[src/rtl/mem_if_pkg.sv]
// Shared data-memory interface definitions: opcodes, FSM state encoding and
// the legality check applied to every incoming load/store request.
package mem_if_pkg;

  localparam logic [5:0] OP_LW = 6'b100011;
  localparam logic [5:0] OP_SW = 6'b101011;

  localparam int ADDR_BITS_DEFAULT = 10;

  typedef enum logic [1:0] {
    IDLE   = 2'd0,
    SETUP  = 2'd1,
    STROBE = 2'd2,
    DONE   = 2'd3
  } state_t;

  // A request is legal only for LW/SW with no address bits above the decoded range.
  function automatic logic is_legal(input logic [5:0] opc, input logic [31:0] addr,
                                    input int abits);
    return ((opc == OP_LW) || (opc == OP_SW)) && ((addr >> abits) == 32'd0);
  endfunction

endpackage

[src/rtl/mem_strobe_timer.sv]
// Counts the cycles a memory strobe stays high; 'last' marks the final
// strobe cycle of an access.
module mem_strobe_timer #(
  parameter int ACC_LAT = 1
) (
  input  logic clk,
  input  logic rst,
  input  logic load,
  input  logic en,
  output logic last
);

  localparam int CW = $clog2(ACC_LAT + 1);

  logic [CW-1:0] cnt;

  always_ff @(posedge clk or posedge rst) begin
    if (rst) begin
      cnt <= '0;
    end else if (load) begin
      cnt <= CW'(ACC_LAT);
    end else if (en && (cnt != '0)) begin
      cnt <= cnt - 1'b1;
    end
  end

  assign last = (cnt == CW'(1));

endmodule

[src/rtl/mem_access_ctrl.sv]
// Initiator side of the data-memory port: accepts one load/store per
// transaction, drives registered strobes/address/data and captures loads into LMD.
module mem_access_ctrl
  import mem_if_pkg::*;
#(
  parameter int ADDR_BITS = ADDR_BITS_DEFAULT,
  parameter int ACC_LAT   = 1
) (
  input  logic        clk,
  input  logic        rst,
  input  logic        op_valid,
  output logic        op_ready,
  input  logic [5:0]  op_opcode,
  input  logic [31:0] op_addr,
  input  logic [31:0] op_wdata,
  output logic [5:0]  opcode,
  output logic [31:0] address,
  output logic [31:0] writeData,
  output logic        MemR,
  output logic        MemW,
  input  logic [31:0] readData,
  output logic [31:0] LMD,
  output logic        done,
  output logic        err
);

  state_t state, state_next;
  logic   accept;
  logic   legal;
  logic   last;

  assign op_ready = (state == IDLE) && !rst;
  assign accept   = op_valid && op_ready;
  assign legal    = is_legal(op_opcode, op_addr, ADDR_BITS);

  mem_strobe_timer #(.ACC_LAT(ACC_LAT)) u_timer (
    .clk  (clk),
    .rst  (rst),
    .load (state == SETUP),
    .en   (state == STROBE),
    .last (last)
  );

  always_comb begin
    state_next = state;
    case (state)
      IDLE:    if (accept) state_next = legal ? SETUP : DONE;
      SETUP:   state_next = STROBE;
      STROBE:  if (last) state_next = DONE;
      DONE:    state_next = IDLE;
      default: state_next = IDLE;
    endcase
  end

  // Strobes and done/err are registered from the next state so they align with it.
  always_ff @(posedge clk or posedge rst) begin
    if (rst) begin
      state     <= IDLE;
      opcode    <= '0;
      address   <= '0;
      writeData <= '0;
      MemR      <= 1'b0;
      MemW      <= 1'b0;
      LMD       <= '0;
      done      <= 1'b0;
      err       <= 1'b0;
    end else begin
      state <= state_next;
      if (accept) begin
        opcode    <= op_opcode;
        address   <= op_addr;
        writeData <= op_wdata;
      end
      MemR <= (state_next == STROBE) && (opcode == OP_LW);
      MemW <= (state_next == STROBE) && (opcode == OP_SW);
      done <= (state_next == DONE);
      err  <= (state == IDLE) && (state_next == DONE);
      if ((state == STROBE) && last && (opcode == OP_LW)) begin
        LMD <= readData;
      end
    end
  end

endmodule

[config.mk]
export PLATFORM = sky130hd
export DESIGN_NAME = mem_access_ctrl
export DESIGN_NICKNAME = d
export VERILOG_FILES = /design/src/rtl/mem_if_pkg.sv /design/src/rtl/mem_strobe_timer.sv /design/src/rtl/mem_access_ctrl.sv
export SDC_FILE = /design/constraint.sdc
export NUM_CORES = 1
export LEC_CHECK = 0
export ABC_AREA = 1
export CAP_MARGIN = 20
export CORE_MARGIN = 1
export CORE_UTILIZATION = 44
export DETAILED_ROUTE_END_ITERATION = 8
export PLACE_DENSITY_LB_ADDON = 0.3
export SLEW_MARGIN = 40
export SYNTH_ARGS = -nofsm -noshare
export SYNTH_HDL_FRONTEND = slang
export SYNTH_SLANG_ARGS = --single-unit
export TNS_END_PERCENT = 50
[constraint.sdc]
create_clock -name clk -period 6.2 [get_ports clk]
set_input_delay 1.86 -clock clk [delete_from_list [all_inputs] [get_ports clk]]
set_output_delay 1.86 -clock clk [all_outputs]
set_load 0.02 [all_outputs]
======== Word-level counts from Yosys, hierarchy flattened ========
Index checks and enable logic that the tools add are counted.
word-level totals
  register bits after elaboration ......... 109
operators by class
  $add $sub $neg .......................... 1
  equality and inequality tests ........... 9
  mux-type cells .......................... 6
  reductions and logical operators ........ 13
operator list
  cell                   number
  $logic_not A32 Y1      1
  $eq A6 B6 Y1 const B   4
  $eq A2 B2 Y1 const B   4
  $logic_and A1 B1 Y1    8
  $pmux W2 S4            1
  $mux W2                3
  $eq A2 B1 Y1 const B   1
  $logic_not A2 Y1       1
  $mux W1                2
  $reduce_bool A2 Y1     1
  $logic_not A1 Y1       1
  $logic_or A1 B1 Y1     1
  $sub A1 B1 Y1 const B  1

======== Depth between registers and ports, before layout ========
  depth in word-level cells ............... 8
  depth in mapped cells ................... 8
  gate-level depth less buffers ........... 8

======== Modules after synthesis ========
From an unflattened synthesis, not the netlist that was laid out.
unflattened totals
  cell total of the unflattened synthesis .. 503
  area, all modules ....................... 4474.3 um^2
by module, submodules not included
  module            instances  cells each  area an instance (um^2)  sequential area each (um^2)
  mem_access_ctrl   1          497         4430.5                   2702.6
  mem_strobe_timer  1          6           43.8                     25.0

======== Worst setup path after synthesis ========
OpenSTA, ideal clock, no wires.
  path type ............................... input-to-reg
  from .................................... in rst
  to ...................................... reg opcode[2]
  library setup time ...................... 131 ps
  arrival ................................. 5087 ps
  data required time ...................... 6069 ps
  slack ................................... 982 ps
  stages on the path ...................... 6
  buffers on the path ..................... 2
  path through ............................ inv_1 nand3_1 buf_2 buf_2 nand2_1 o21ai_0
on the way
  cells in the longest elaborated chain, start to end .. 3
RTL lines
  element                     line                   source
  start: declaration          mem_access_ctrl.sv:10  input logic rst,
  $logic_not A1 Y1 (no line)  --
  $logic_and A1 B1 Y1         mem_access_ctrl.sv:32  assign op_ready = (state == IDLE) && !rst;
  $logic_and A1 B1 Y1         mem_access_ctrl.sv:33  assign accept = op_valid && op_ready;
  end signal: assignment      mem_access_ctrl.sv:70  opcode <= op_opcode;
  end: declaration            mem_access_ctrl.sv:16  output logic [5:0] opcode,
Every way passes these cells.
A chain may end at the register's enable or synchronous reset.

======== Worst setup path in the final report ========
  from .................................... in rst
  to ...................................... out op_ready
on the way
  cells in the longest elaborated chain, start to end .. 2
RTL lines
  element                     line                   source
  $logic_not A1 Y1 (no line)  --
  $logic_and A1 B1 Y1         mem_access_ctrl.sv:32
  end: declaration            mem_access_ctrl.sv:12  output logic op_ready,
Every way passes these cells.

==> results.sh <==
export IMPL_slowest_stage="clkdlybuf4s50_1"
export IMPL_final_nets=797
export IMPL_grt_pass1_vias=3756
export IMPL_status="finished clean"
export IMPL_synth_fp_nets=596
export IMPL_clock_latency_ns=0.36
export IMPL_min_to="LMD[29]$_DFFE_PP0P_"
export IMPL_drv_cap=0
export IMPL_total_leakage_power_nw=3.20
export IMPL_die_height_um=101
export IMPL_regArea_um2=2730
export IMPL_r2r_start="state[1]$_DFF_PP0_"
export IMPL_cts_root_buffer="clkbuf_8"
export IMPL_initial_core_util_pct=46.2
export IMPL_gr_total_overflow=0
export IMPL_syn_avg_cell_area_um2=8.86
export IMPL_cp_num_buf_inv=2
export IMPL_worstPathArrival_ns=3.18
export IMPL_path_common_cell="clkdlybuf4s50_1"
export IMPL_ir_worst_vdd_uv=272
export IMPL_post_cts_setup_buffers=0
export IMPL_rsz0062_at_grt="no"
export IMPL_min_from="LMD[29]$_DFFE_PP0P_"
export IMPL_drv_slew=0
export IMPL_end_kind="primary output"
export IMPL_fin_skew_ns=0.0128
export IMPL_cts_buffers=9
export IMPL_cp_top_family="buffers and inverters"
export IMPL_grt_first_pass_wirelength_um=17700
export IMPL_rows=35
export IMPL_fp_dieW_um=101
export IMPL_worstReg2RegEnd="LMD[21]$_DFFE_PP0P_"
export IMPL_n_antenna_cell=0
export IMPL_fmax_ghz=0.198
export IMPL_dp_cells=810
export IMPL_cts_sinks=109
export IMPL_core_area_um2=9420
export IMPL_wire_per_inst_um=13.7
export IMPL_hold_depth=2
export IMPL_track_usage_pct=22.3
export IMPL_required_ns=4.34
export IMPL_r2r_slack_ns=4.34
export IMPL_finalSetupTns_ns=0
export IMPL_ant_nets=0
export IMPL_netlist_area_um2=4350
export IMPL_antenna_found_initial=0
export IMPL_first_iter_violations=103
export IMPL_timing_final_hold_violations=0
export IMPL_dr_total_vias=3888
export IMPL_final_util_pct=71.1
export IMPL_grt_max_degree=93
export IMPL_yosysSeqAreaShare_pct=62.7
export IMPL_crit_path_cell_trace="clkdlybuf4s50_1, nor3_1, clkdlybuf4s50_1"
export IMPL_cts_tree="yes"
export IMPL_crit_fanout=2
export IMPL_cts_buffer_depth=2
export IMPL_setup_viol_count_final=0
export IMPL_final_cell_mix="nand2_1 (245), clkdlybuf4s50_1 (211), dfrtp_1 (109)"
export IMPL_first_pass_iters=6
export IMPL_fin_cells=825
export IMPL_critPathLaunch="rst"
export IMPL_hold_buffers=0
export IMPL_max_slew_margin_pct=51.5
export IMPL_wirelength_um=11300
export IMPL_htreeDepth=3
export IMPL_ys_warn_count=0
export IMPL_critPathKind="in -> out"
export IMPL_worst_slew_pin_transition_ns=0.727
export IMPL_synthCells=491
export IMPL_slowest_delay_ns=0.64
export IMPL_vias_per_cell=4.71
export IMPL_syn_to_final_growth_pct=53.9
export IMPL_min_path_type="reg -> reg"
export IMPL_start_kind="input port"
export IMPL_post_route_drc_count=0
export IMPL_io_pins=212
export IMPL_fill_cells=736
export IMPL_r2r_cells=7
export IMPL_fin_crit_sh_pct=81.3
export IMPL_layout_drive_gt1_share_pct=3.88
export IMPL_place_congestion=0.768
export IMPL_clk_pin_slew_ns=0.09
export IMPL_mostFrequentLayoutCell="nand2_1"
export IMPL_post_cts_resized=0
export IMPL_power_density_nw_per_um2=423
export IMPL_port_buffers=211
export IMPL_multi_input_comb_area_um2=1360
export IMPL_ys_seq_elements=109
export IMPL_post_route_min_period_ns=5.04
export IMPL_hpwl_um=8190
export IMPL_die_area_um2=10300
export IMPL_ys_types=19
[cells by family (layout without fill, tap and decap cells)]
family / after synthesis / in the layout / share of synthesized area, %
flip-flops: 109 / 109 / 62.7
AND/OR/NAND/NOR: 299 / 299 / 28.0
buffers and inverters: 57 / 262 / 6.30
AO/OA/AOI/OAI: 26 / 26 / 2.99
[worst max-delay path by stage]
stage | endpoint | slack, ns | cells after the start
6_report | op_ready | 1.16 | 3
5_1_grt | op_ready | 1.09 | 3
4_1_cts | op_ready | 1.19 | 3
3_5_place_dp | op_ready | 1.20 | 3
3_3_place_gp | op_ready | 1.22 | 3
2_1_floorplan | opcode[2]$_DFFE_PP0P_ | 0.98 | 6
[final cells by class]
cell class | instances | area share, %
Timing Repair Buffer | 214 | 32.0
Inverter | 33 | 1.91
Sequential cell | 109 | 40.8
Clock inverter | 5 | 0.561
Multi-Input combinational cell | 325 | 20.3
Clock buffer | 10 | 2.06
Tap cell | 129 | 2.41
[registers in the layout (all words and copies together), names as in the netlist]
name / count
opcode: 6
u_timer.last: 1
MemR: 1
writeData: 32
LMD: 32
err: 1
state: 2
done: 1
address: 32
MemW: 1
[where the power goes]
group / total [mW] / switching [mW] / internal (mW)
logic: 1.31 / 0.695 / 0.618
clock network: 0.387 / 0.232 / 0.155
registers: 1.13 / 0.158 / 0.972
total: 2.83 / 1.08 / 1.74
[Yosys cell counts]
master | n | area share [%]
a21oi_1 | 1 | 0.11
buf_2 | 12 | 1.4
buf_6 | 6 | 1.6
clkbuf_1 | 6 | 0.52
dfrtp_1 | 109 | 63
inv_1 | 32 | 2.8
inv_2 | 1 | 0.086
nand2_1 | 245 | 21
nand2_4 | 1 | 0.26
nand3_1 | 33 | 3.8
nand3b_4 | 1 | 0.46
nand4_1 | 1 | 0.14
nor2_1 | 12 | 1.0
nor3_1 | 1 | 0.11
nor3_4 | 1 | 0.37
nor4_1 | 2 | 0.29
o21ai_0 | 25 | 2.9
or2_2 | 1 | 0.14
or2_4 | 1 | 0.20
[metrics by stage]
step / setup slack (ns) / power [mW] / hold slack [ns] / instance area, um2
after floorplan: 0.982 / 1.77 / 0.465 / 4350
after global placement: 1.22 / 2.42 / 0.452 / 6510
after detailed placement: 1.20 / 2.46 / 0.459 / 6510
after CTS: 1.19 / 2.86 / 0.481 / 6690
after global routing: 1.09 / 3.01 / 0.498 / 6690
final: 1.16 / 2.83 / 0.476 / 6690
[worst min-delay path: stages (launching register included)]
cell and delay, ns:
dfrtp_1 0.35, nand2_1 0.05, nand2_1 0.05
[per-layer routing]
layer,GRT usage (%),part of all wire (%)
met5,0,0
met4,8.47,2.3
met3,6.63,8.1
met2,37.8,50
met1,26.9,40
Power figures use the tool's default switching activity.
